<file path="src/rtl/amm_burst_writer.sv">
// Avalon-MM write-burst master: one descriptor in, one trimmed write burst out.
// Optional statistics counters are enabled by defining WR_STAT_EN.
module amm_burst_writer #(
   parameter int AMM_DATA_W  = 128,
   parameter int AMM_ADDR_W  = 12,
   parameter int AMM_BURST_W = 11,
   parameter     ADDR_TYPE   = "BYTE"
) (
   input  logic                      clk_i,
   input  logic                      rst_i,
   input  logic                      pkt_valid_i,
   output logic                      pkt_ready_o,
   input  logic [AMM_ADDR_W-1:0]     pkt_word_addr_i,
   input  logic [AMM_BURST_W-1:0]    pkt_burst_cnt_i,
   input  logic [AMM_DATA_W/8-1:0]   pkt_start_mask_i,
   input  logic [AMM_DATA_W/8-1:0]   pkt_end_mask_i,
   input  logic [7:0]                pkt_data_ptrn_i,
   input  logic                      pkt_data_ptrn_type_i,
   output logic [AMM_ADDR_W-1:0]     amm_address_o,
   output logic                      amm_write_o,
   output logic [AMM_DATA_W-1:0]     amm_writedata_o,
   output logic [AMM_DATA_W/8-1:0]   amm_byteenable_o,
   output logic [AMM_BURST_W-1:0]    amm_burstcount_o,
   input  logic                      amm_waitrequest_i,
   output logic                      busy_o,
   output logic [31:0]               words_written_o,
   output logic [15:0]               pkts_done_o
);

   localparam int BeW       = AMM_DATA_W / 8;
   localparam int Reps      = AMM_DATA_W / 32;
   localparam int AddrShift = $clog2(BeW);

   typedef enum logic {StIdle, StWrite} state_e;

   state_e                 state;
   logic [AMM_BURST_W-1:0] words_left;
   logic [BeW-1:0]         end_mask;
   logic                   rnd_mode;
   logic [31:0]            lfsr;
   logic [31:0]            lfsr_nxt;
   logic [31:0]            seed;
   logic [AMM_ADDR_W-1:0]  addr_map;
   logic                   beat;
   logic                   last_beat;

   // Galois form of x^32+x^22+x^2+x+1, shifting right.
   assign lfsr_nxt  = {1'b0, lfsr[31:1]} ^ (lfsr[0] ? 32'h8020_0003 : 32'h0);
   assign seed      = (pkt_data_ptrn_i == 8'h00) ? 32'h1 : {4{pkt_data_ptrn_i}};
   assign addr_map  = (ADDR_TYPE == "BYTE") ? (pkt_word_addr_i << AddrShift) : pkt_word_addr_i;
   assign beat      = (state == StWrite) && amm_write_o && !amm_waitrequest_i;
   assign last_beat = beat && (words_left == AMM_BURST_W'(1));

   always_ff @(posedge clk_i or posedge rst_i) begin
      if (rst_i) begin
         state            <= StIdle;
         pkt_ready_o      <= 1'b0;
         amm_address_o    <= '0;
         amm_write_o      <= 1'b0;
         amm_writedata_o  <= '0;
         amm_byteenable_o <= '0;
         amm_burstcount_o <= '0;
         busy_o           <= 1'b0;
         words_left       <= '0;
         end_mask         <= '0;
         rnd_mode         <= 1'b0;
         lfsr             <= '0;
      end else begin
         unique case (state)
            StIdle: begin
               pkt_ready_o <= 1'b1;
               // Zero-length descriptors are consumed here and never reach the bus.
               if (pkt_valid_i && pkt_ready_o && (pkt_burst_cnt_i != '0)) begin
                  amm_address_o    <= addr_map;
                  amm_burstcount_o <= pkt_burst_cnt_i;
                  words_left       <= pkt_burst_cnt_i;
                  end_mask         <= pkt_end_mask_i;
                  rnd_mode         <= pkt_data_ptrn_type_i;
                  lfsr             <= seed;
                  amm_byteenable_o <= (pkt_burst_cnt_i == AMM_BURST_W'(1)) ?
                                      (pkt_start_mask_i & pkt_end_mask_i) : pkt_start_mask_i;
                  amm_writedata_o  <= pkt_data_ptrn_type_i ? {Reps{seed}} :
                                      {BeW{pkt_data_ptrn_i}};
                  amm_write_o      <= 1'b1;
                  pkt_ready_o      <= 1'b0;
                  busy_o           <= 1'b1;
                  state            <= StWrite;
               end
            end
            StWrite: begin
               if (last_beat) begin
                  amm_write_o <= 1'b0;
                  busy_o      <= 1'b0;
                  pkt_ready_o <= 1'b1;
                  state       <= StIdle;
               end else if (beat) begin
                  words_left       <= words_left - AMM_BURST_W'(1);
                  amm_byteenable_o <= (words_left == AMM_BURST_W'(2)) ? end_mask : '1;
                  lfsr             <= lfsr_nxt;
                  if (rnd_mode) begin
                     amm_writedata_o <= {Reps{lfsr_nxt}};
                  end
               end
            end
            default: state <= StIdle;
         endcase
      end
   end

`ifdef WR_STAT_EN
   always_ff @(posedge clk_i or posedge rst_i) begin
      if (rst_i) begin
         words_written_o <= '0;
         pkts_done_o     <= '0;
      end else begin
         if (beat && (words_written_o != '1)) begin
            words_written_o <= words_written_o + 32'd1;
         end
         if (last_beat && (pkts_done_o != '1)) begin
            pkts_done_o <= pkts_done_o + 16'd1;
         end
      end
   end
`else
   assign words_written_o = '0;
   assign pkts_done_o     = '0;
`endif

endmodule
</file>
<file path="config.mk">
export PLATFORM = sky130hd
export DESIGN_NAME = amm_burst_writer
export DESIGN_NICKNAME = d
export VERILOG_FILES = /design/src/rtl/amm_burst_writer.sv
export SDC_FILE = /design/constraint.sdc
export NUM_CORES = 1
export LEC_CHECK = 0
export CAP_MARGIN = 5
export CORE_ASPECT_RATIO = 1.25
export CORE_MARGIN = 2
export CORE_UTILIZATION = 40
export DETAILED_ROUTE_END_ITERATION = 8
export PLACE_DENSITY = 0.78
export SLEW_MARGIN = 5
export SYNTH_ARGS = -nofsm -noshare
export SYNTH_HDL_FRONTEND = slang
export SYNTH_SLANG_ARGS = --single-unit
</file>
<file path="constraint.sdc">
create_clock -name clk_i -period 4.4 [get_ports clk_i]
set_input_delay 0.88 -clock clk_i [delete_from_list [all_inputs] [get_ports clk_i]]
set_output_delay 0.88 -clock clk_i [all_outputs]
set_load 0.005 [all_outputs]
</file>
* Yosys cells after proc, flatten, opt, wreduce, memory -nomap -nowiden
Index checks and enable logic that the tools add are counted.
Storage, ports and cells: register bits after elaboration 226, input bits 68, output and inout port bits 218, word-level logic and storage cells 66
Cells by class: add/subtract/negate cells 1, eq/ne operators 8, mux-type cells 31, bitwise logic cells 3, reductions and logical operators 12
Operators with widths (count):
- $mux 128 | 5
- $pmux 128 s2 | 1
- $mux 32 | 5
- $mux 16 | 5
- $pmux 32 s2 | 1
- $mux 11 | 3
- $pmux 16 s2 | 1
- $xor 31x32->32 | 1
- $eq 11x1->1 const B | 2
- $pmux 11 s2 | 1
- $and 16x16->16 | 1
- $eq 11x2->1 const B | 1
- $reduce_bool 11->1 | 1
- $sub 11x1->11 const B | 1
- $logic_not 8->1 | 1
- $mux 1 | 6
- $ne 2x1->1 const B | 3
- $pmux 1 s2 | 3
- $logic_and 1x1->1 | 5
- $ne 2x2->1 const B | 2
- $reduce_and 2->1 | 2
- $reduce_and 4->1 | 1
- $reduce_and 3->1 | 1
- $logic_not 1->1 | 1
- $not 1->1 | 1

* Logic depth before layout (Yosys ltp)
Gate-level depths: netlist of run 1.
word-level depth 6, mapped depth 8

* Worst setup path before layout of run 1
OpenSTA, ideal clock, no wires.
path kind input-to-reg, start point input pkt_burst_cnt_i[3], end point register lfsr[10], setup time 125 ps, data arrival time 2044 ps, data required time 4275 ps, path slack 2231 ps, stages 7, buffers on the path 2, path through nor3_2 nand4_1 o21ai_2 buf_4 nand2_4 buf_6 mux2_4
On the way: longest elaborated chain between the ends 4
RTL lines:
- start: declaration | line 14 | input logic [AMM_BURST_W-1:0] pkt_burst_cnt_i,
- $reduce_bool 11->1 | line 73 | if (pkt_valid_i && pkt_ready_o && (pkt_burst_cnt_i != '0)) begin
- $logic_and 1x1->1 | line 73
- $ne 2x2->1 (no line)
- $reduce_and 3->1 (no line)
- end signal: assignment | line 99 | lfsr <= lfsr_nxt;
- end: declaration | line 40 | logic [31:0] lfsr;
No other way between the ends. A chain may end at the register's enable or synchronous reset.

* Worst setup path after layout of run 1
start point input pkt_burst_cnt_i[3], end point register lfsr[9]
Same word-level chain as after synthesis.

==> impl_results.md, run 1 <==
* Status: completed
* Async S/R FF share, synth at 100.0%
* Combinational cell fraction of total power at 45.8%
* Most numerous cell in the Yosys netlist: buf_4
* Period Utilization, post-route at 65.02%
* Final HPWL from detailed placement at 11920 um
* Non-filler cells, final at 1036
* Final hold slack at 0.4797 ns
* Fill count at 1555
* Worst-Skew Late Latency at 0.42 ns
* LEAKAGE at 4.199 nW
* Initial antenna violation count at 0
* Initial Utilization at 40.84%
* Ant diodes at 0
* Synthesized area at 0.007119 sq mm
* Slew Viols, Final at 0
* Clock power share at 21.6%
* Clock transition at path regs at 0.06 ns
* Largest net degree at the start of global routing at 97
* Setup Viol. Count Final at 0
* GRT Overall Usage at 18.24%
* Placeable core area at 0.01743 sq mm
* Int Pwr at 0.004794 W
* Worst Tran Pin Value at 0.8924 ns
* Max_slew headroom at 40.33%
* Setup crit start kind: primary input
* Max-cap viol count at 0
* Hold Path Class: reg -> reg
* Max VDD drop at 302.4 uV
* CTS buffer count at 17
* Final hold violation count at 0
* Worst Path Required at 4.70 ns
* Die W at 123.3 um
* Crit Path Class: in -> reg
* Synth area leader: dfrtp_1
* RSZ-0062 raised after global routing: false
* Crit path max fanout at 32
* Layout net count at 870
* ANT nets after route at 0
* IO buf count at 229
* Synth area leaders: dfrtp_1 46%, buf_4 16%, mux2_2 7.9%
* Hold_buf cts at 0
* Synth warn at 0
* Post-synthesis to final-layout area growth at 31.02%
* CTS tree: built
* Post-synth top area share at 45.69%
* Critical Path End Type: register
* DRC at 0
* Clk root buf: clkbuf_16
* First DRT Iteration DRCs at 298
* Gr ovfl total at 0
* Sequential fraction of the synthesis area at 45.69%
* Gpl congestion at 0.7559
* CP Data Arrival Time at 3.16 ns
* I/O pin count at 286
* Switching share of power at 31.34%
* Synth unique cells at 52
* H-tree levels at 4
* Max Clock Freq at 349.6 MHz
* Main flop type after synthesis: dfrtp_1
* WL final at 17180 um
* #FFs+latches synth at 130
* First-pass GRT wire length at 26610 um
* Sequential share of power at 32.5%
* Post-CTS sizing at 0
* Share of layout cells above drive strength 1 at 15.89%
* Mapped Cells at 673
* DIE AREA at 0.01889 sq mm
* Setup_tns at 0 ns
* Number of buffers added for setup after CTS at 0
* Post-route minimum period at 2.861 ns
* # clock sinks at 130
* Drt pass-1 iters at 6
* EDFF count, synth at 0
* Die H at 153.2 um
* Site Rows at 54
* Routed vias at 5159
* Fin Clk Skew at 0.007776 ns
* Via density at 4.980
* Final Util at 53.51%
* Post-Syn Area per Cell at 10.58 sq um
* Switch Pwr at 0.002188 W
* Commonest cells in the netlist: 155 x buf_4, 130 x dfrtp_1, 82 x nand2_1, 50 x mux2_2, 33 x nor2_1
* WL per Instance at 16.58 um
* Vias in the first global route at 5020
* CTS Buffer Depth at 2
* P per Cell Area at 748.6 mW/mm^2
* # placed instances at 1004
[logic make-up after synthesis]
logic type / count (synthesis) / share of synthesized area [%]
other cells: 1 / 0.05267
xor+xnor: 3 / 0.3691
compound gates: 88 / 8.664
buf+inv: 193 / 18.84
flops: 130 / 45.69
simple gates: 169 / 10.81
fa+ha+maj: 3 / 0.5273
mux: 86 / 15.04
[metal layers]
metal,wire length [um],vias to the layer above,GRT usage (%)
li1,-,2365,-
met1,6594,2506,20.95
met2,8944,257,32.03
met3,1290,31,4.590
met4,349,0,7.089
met5,0,-,0
[area by class of cell]
class	count	area (sq um)	area share (%)
clock inverter	15	205.2	2.200
inverter	12	50.05	0.5366
sequential	130	3254	34.89
tap	224	280.3	3.005
clock buffer	17	425.4	4.561
multi-input combinational	401	2735	29.32
timing repair buffer	237	2377	25.49
[final timing paths]
path                                     start                  end  slack (ns)  cells past startpoint
min in group asynchronous                rst_i     amm_address_o[4]        1.01                      2
hold / removal             amm_burstcount_o[3]  amm_burstcount_o[3]        0.48                      2
setup reg to reg                         state  amm_writedata_o[95]        1.64                      7
max in group asynchronous                rst_i              lfsr[7]        2.67                      3
hold reg to reg            amm_burstcount_o[3]  amm_burstcount_o[3]        0.48                      2
setup / recovery            pkt_burst_cnt_i[3]              lfsr[9]        1.54                      6
[sequential cells by signal, summed over array words and instances, names as in the netlist]
name	cells
pkt_ready_o	1
busy_o	1
end_mask	16
state	1
amm_address_o	8
amm_burstcount_o	11
rnd_mode	1
amm_byteenable_o	16
words_left	11
lfsr	32
amm_writedata_o	32
[cells in the final DEF, fill, tap and decap left out, types with 3 or more instances in the layout]
| cell | instances |
|---|---|
| nor3_1 | 5 |
| clkbuf_16 | 17 |
| mux2_2 | 50 |
| o21ai_0 | 5 |
| nor2b_1 | 4 |
| nor3_2 | 3 |
| inv_6 | 5 |
| nand3_1 | 22 |
| clkinvlp_4 | 3 |
| nand2_1 | 82 |
| buf_4 | 6 |
| dfrtp_1 | 129 |
| and3_1 | 5 |
| nor2_1 | 33 |
| o22ai_1 | 19 |
| ha_1 | 3 |
| clkdlybuf4s50_1 | 229 |
| inv_1 | 11 |
| mux2_1 | 6 |
| nand4_1 | 6 |
| bufinv_16 | 4 |
| a21oi_1 | 12 |
| a31oi_1 | 3 |
| a21o_1 | 10 |
| xor2_1 | 3 |
| conb_1 | 52 |
| o31ai_1 | 17 |
| mux2_4 | 28 |
[power by group through the flow]
stage | Sequential [W] | Combinational (W) | Clock, W
after floorplan | 0.00218 | 0.00207 | 0
after global placement | 0.00227 | 0.00315 | 0
after detailed placement | 0.00230 | 0.00323 | 0
after CTS | 0.00229 | 0.00324 | 0.00153
after global routing | 0.00237 | 0.00348 | 0.00160
final | 0.00227 | 0.00320 | 0.00151
[critical path, stage by stage]
cell and delay [ns]:
clkdlybuf4s50_1 0.49, nor3_2 0.28, nand4_1 0.24, o21ai_4 0.39, nand2_4 0.42, mux2_4 0.43
[metrics by stage]
| step | cell area [sq um] | setup WS (ns) | power [W] |
|---|---|---|---|
| after global routing | 9328 | 1.371 | 0.007444 |
| after CTS | 9328 | 1.533 | 0.007068 |
| final | 9328 | 1.539 | 0.006982 |
| after floorplan | 7311 | 0.05066 | 0.004256 |
| after detailed placement | 8697 | 1.171 | 0.005531 |
| after global placement | 8697 | 1.216 | 0.005420 |
Note: power is estimated with default switching activity, not from simulation.
==> run 2, diff against run 1 <==
clock period = 2.4 ns   (was 4.4 ns; I/O delays follow)
==> impl_results.md, run 2 (synthesized netlist as in run 1, its figures left out) <==
* Gr ovfl total at 0
* Biggest regs: amm_writedata_o (32), lfsr (32)
* CTS tree: built
* Cell area after placement at 0.008976 sq mm
* # clock sinks at 130
* Critical Path End Type: register
* Crit-path slowest cell: dfrtp_1
* Final hold violation count at 0
* Max stage delay on crit path at 0.40 ns
* Final HPWL from detailed placement at 12000 um
* Max VDD drop at 578.9 uV
* WL final at 16930 um
* I/O pin count at 286
* Multi-input gate area at 0.002735 sq mm
* Slew Viols, Final at 0
* Share of layout cells above drive strength 1 at 18.79%
* P per Cell Area at 1342 mW/mm^2
* RSZ-0062 raised after global routing: false
* Setup crit start kind: register
* Gpl congestion at 0.7972
* Initial Utilization at 40.84%
* Routed vias at 5204
* Post-synthesis to final-layout area growth at 34.60%
* First-pass GRT wire length at 26870 um
* Initial antenna violation count at 0
* Post-route minimum period at 2.148 ns
* Max_slew headroom at 65.58%
* H-tree levels at 4
* Worst Tran Pin Value at 0.5152 ns
* Clk root buf: clkbuf_16
* Layout net count at 899
* # placed instances at 1033
* Drt pass-1 iters at 4
* Non-filler cells, final at 1065
* ANT nets after route at 0
* Placeable core area at 0.01743 sq mm
* Clock transition at path regs at 0.06 ns
* Max Clock Freq at 465.5 MHz
* Via density at 4.886
* Status: completed
* Most common cell after layout, fill and taps aside: clkdlybuf4s50_1
* DIE AREA at 0.01889 sq mm
* Period Utilization, post-route at 89.51%
* Final Util at 54.97%
* Number of buffers added for setup after CTS at 0
* WL per Instance at 15.90 um
* Crit path max fanout at 25
* GRT Overall Usage at 18.25%
* Crit Path Class: reg -> reg
* First DRT Iteration DRCs at 337
* Die W at 123.3 um
* LEAKAGE at 4.347 nW
* Crit-path cells: inv_1, ha_1, nor2b_1, a41o_1, buf_4, nor3_1, o21ai_0, o221a_1
* Worst Path Required at 2.75 ns
* CP delay by family, top: compound AO/OA/AOI/OAI gates
* Post-CTS sizing at 0
* Fill count at 1509
* Vias in the first global route at 5154
* CTS buffer count at 17
* Commonest non-fill, non-tap cells in the layout: 229 x clkdlybuf4s50_1, 129 x dfrtp_1, 82 x nand2_1
* CP Data Arrival Time at 2.50 ns
* Hold_buf cts at 0
* Site Rows at 54
* Hold Path Class: reg -> reg
* Final hold slack at 0.4755 ns
* Fin Clk Skew at 0.007215 ns
* Fin area at 0.009583 sq mm
* CP bufs+invs at 2
* IO buf count at 229
* DRC at 0
* Max-cap viol count at 0
* Ant diodes at 0
* FF/Latch Area at 0.003254 sq mm
* Die H at 153.2 um
* Setup Viol. Count Final at 0
* CTS Buffer Depth at 2
* Worst-Skew Late Latency at 0.42 ns
* Largest net degree at the start of global routing at 67
==> run 2: changes by cell type in the layout (fill, tap and decap cells not counted) <==
cell       previous run  this run
buf_4                 6        30
buf_12                2         7
clkinv_4              2         4
inv_6                 5         3
bufinv_16             4         3
clkinv_2              2         3
==> run 2: routing by layer <==
layer / wire length, um / part of all wire, % / up-vias / GRT usage [%]
met2: 8770 / 52 / 222 / 32.00
met3: 1257 / 7.4 / 23 / 5.373
met1: 6608 / 39 / 2550 / 20.95
li1: - / - / 2409 / -
met5: 0 / 0 / - / 0
met4: 295 / 1.7 / 0 / 6.006
==> run 2: worst register-to-register path, cell delays in order, from the launching register on <==
cell and delay, ns:
dfrtp_1 0.40, inv_1 0.11, ha_1 0.17, nor2b_1 0.22, a41o_1 0.40, buf_4 0.36
nor3_1 0.09, o21ai_0 0.14, o221a_1 0.18
==> run 2: layout make-up <==
type	count	share of cell area (%)
timing repair buffer	266	27.73
clock buffer	17	4.439
sequential	130	33.96
tap	224	2.925
multi-input combinational	401	28.54
inverter	12	0.5092
clock inverter	15	1.893
==> run 2: final timing paths <==
path	start	endpoint	slack (ns)	depth (start not counted)
worst max-delay path	words_left[1]	words_left[8]	0.25	8
worst min register to register	amm_burstcount_o[7]	amm_burstcount_o[7]	0.48	1
worst max register to register	words_left[1]	words_left[8]	0.25	8
min in group asynchronous	rst_i	amm_byteenable_o[11]	0.52	3
max in group asynchronous	rst_i	state	1.54	3
worst min-delay path	amm_burstcount_o[7]	amm_burstcount_o[7]	0.48	1
==> run 2: stage by stage <==
step / power (W) / setup slack, ns / setup TNS (ns)
after floorplan: 0.007804 / 0.3108 / 0
after global placement: 0.01010 / -0.01400 / -0.1979
after detailed placement: 0.01027 / -0.01906 / -0.2659
after CTS: 0.01301 / 0.2336 / 0
after global routing: 0.01372 / 0.09975 / 0
final: 0.01286 / 0.2517 / 0
==> run 2: power by group <==
group / switching, W / internal [W] / total (W)
Sequential: 0.000864 / 0.00326 / 0.00412
Combinational: 0.00214 / 0.00392 / 0.00606
Clock: 0.00103 / 0.00164 / 0.00267
Total: 0.00404 / 0.00882 / 0.0129
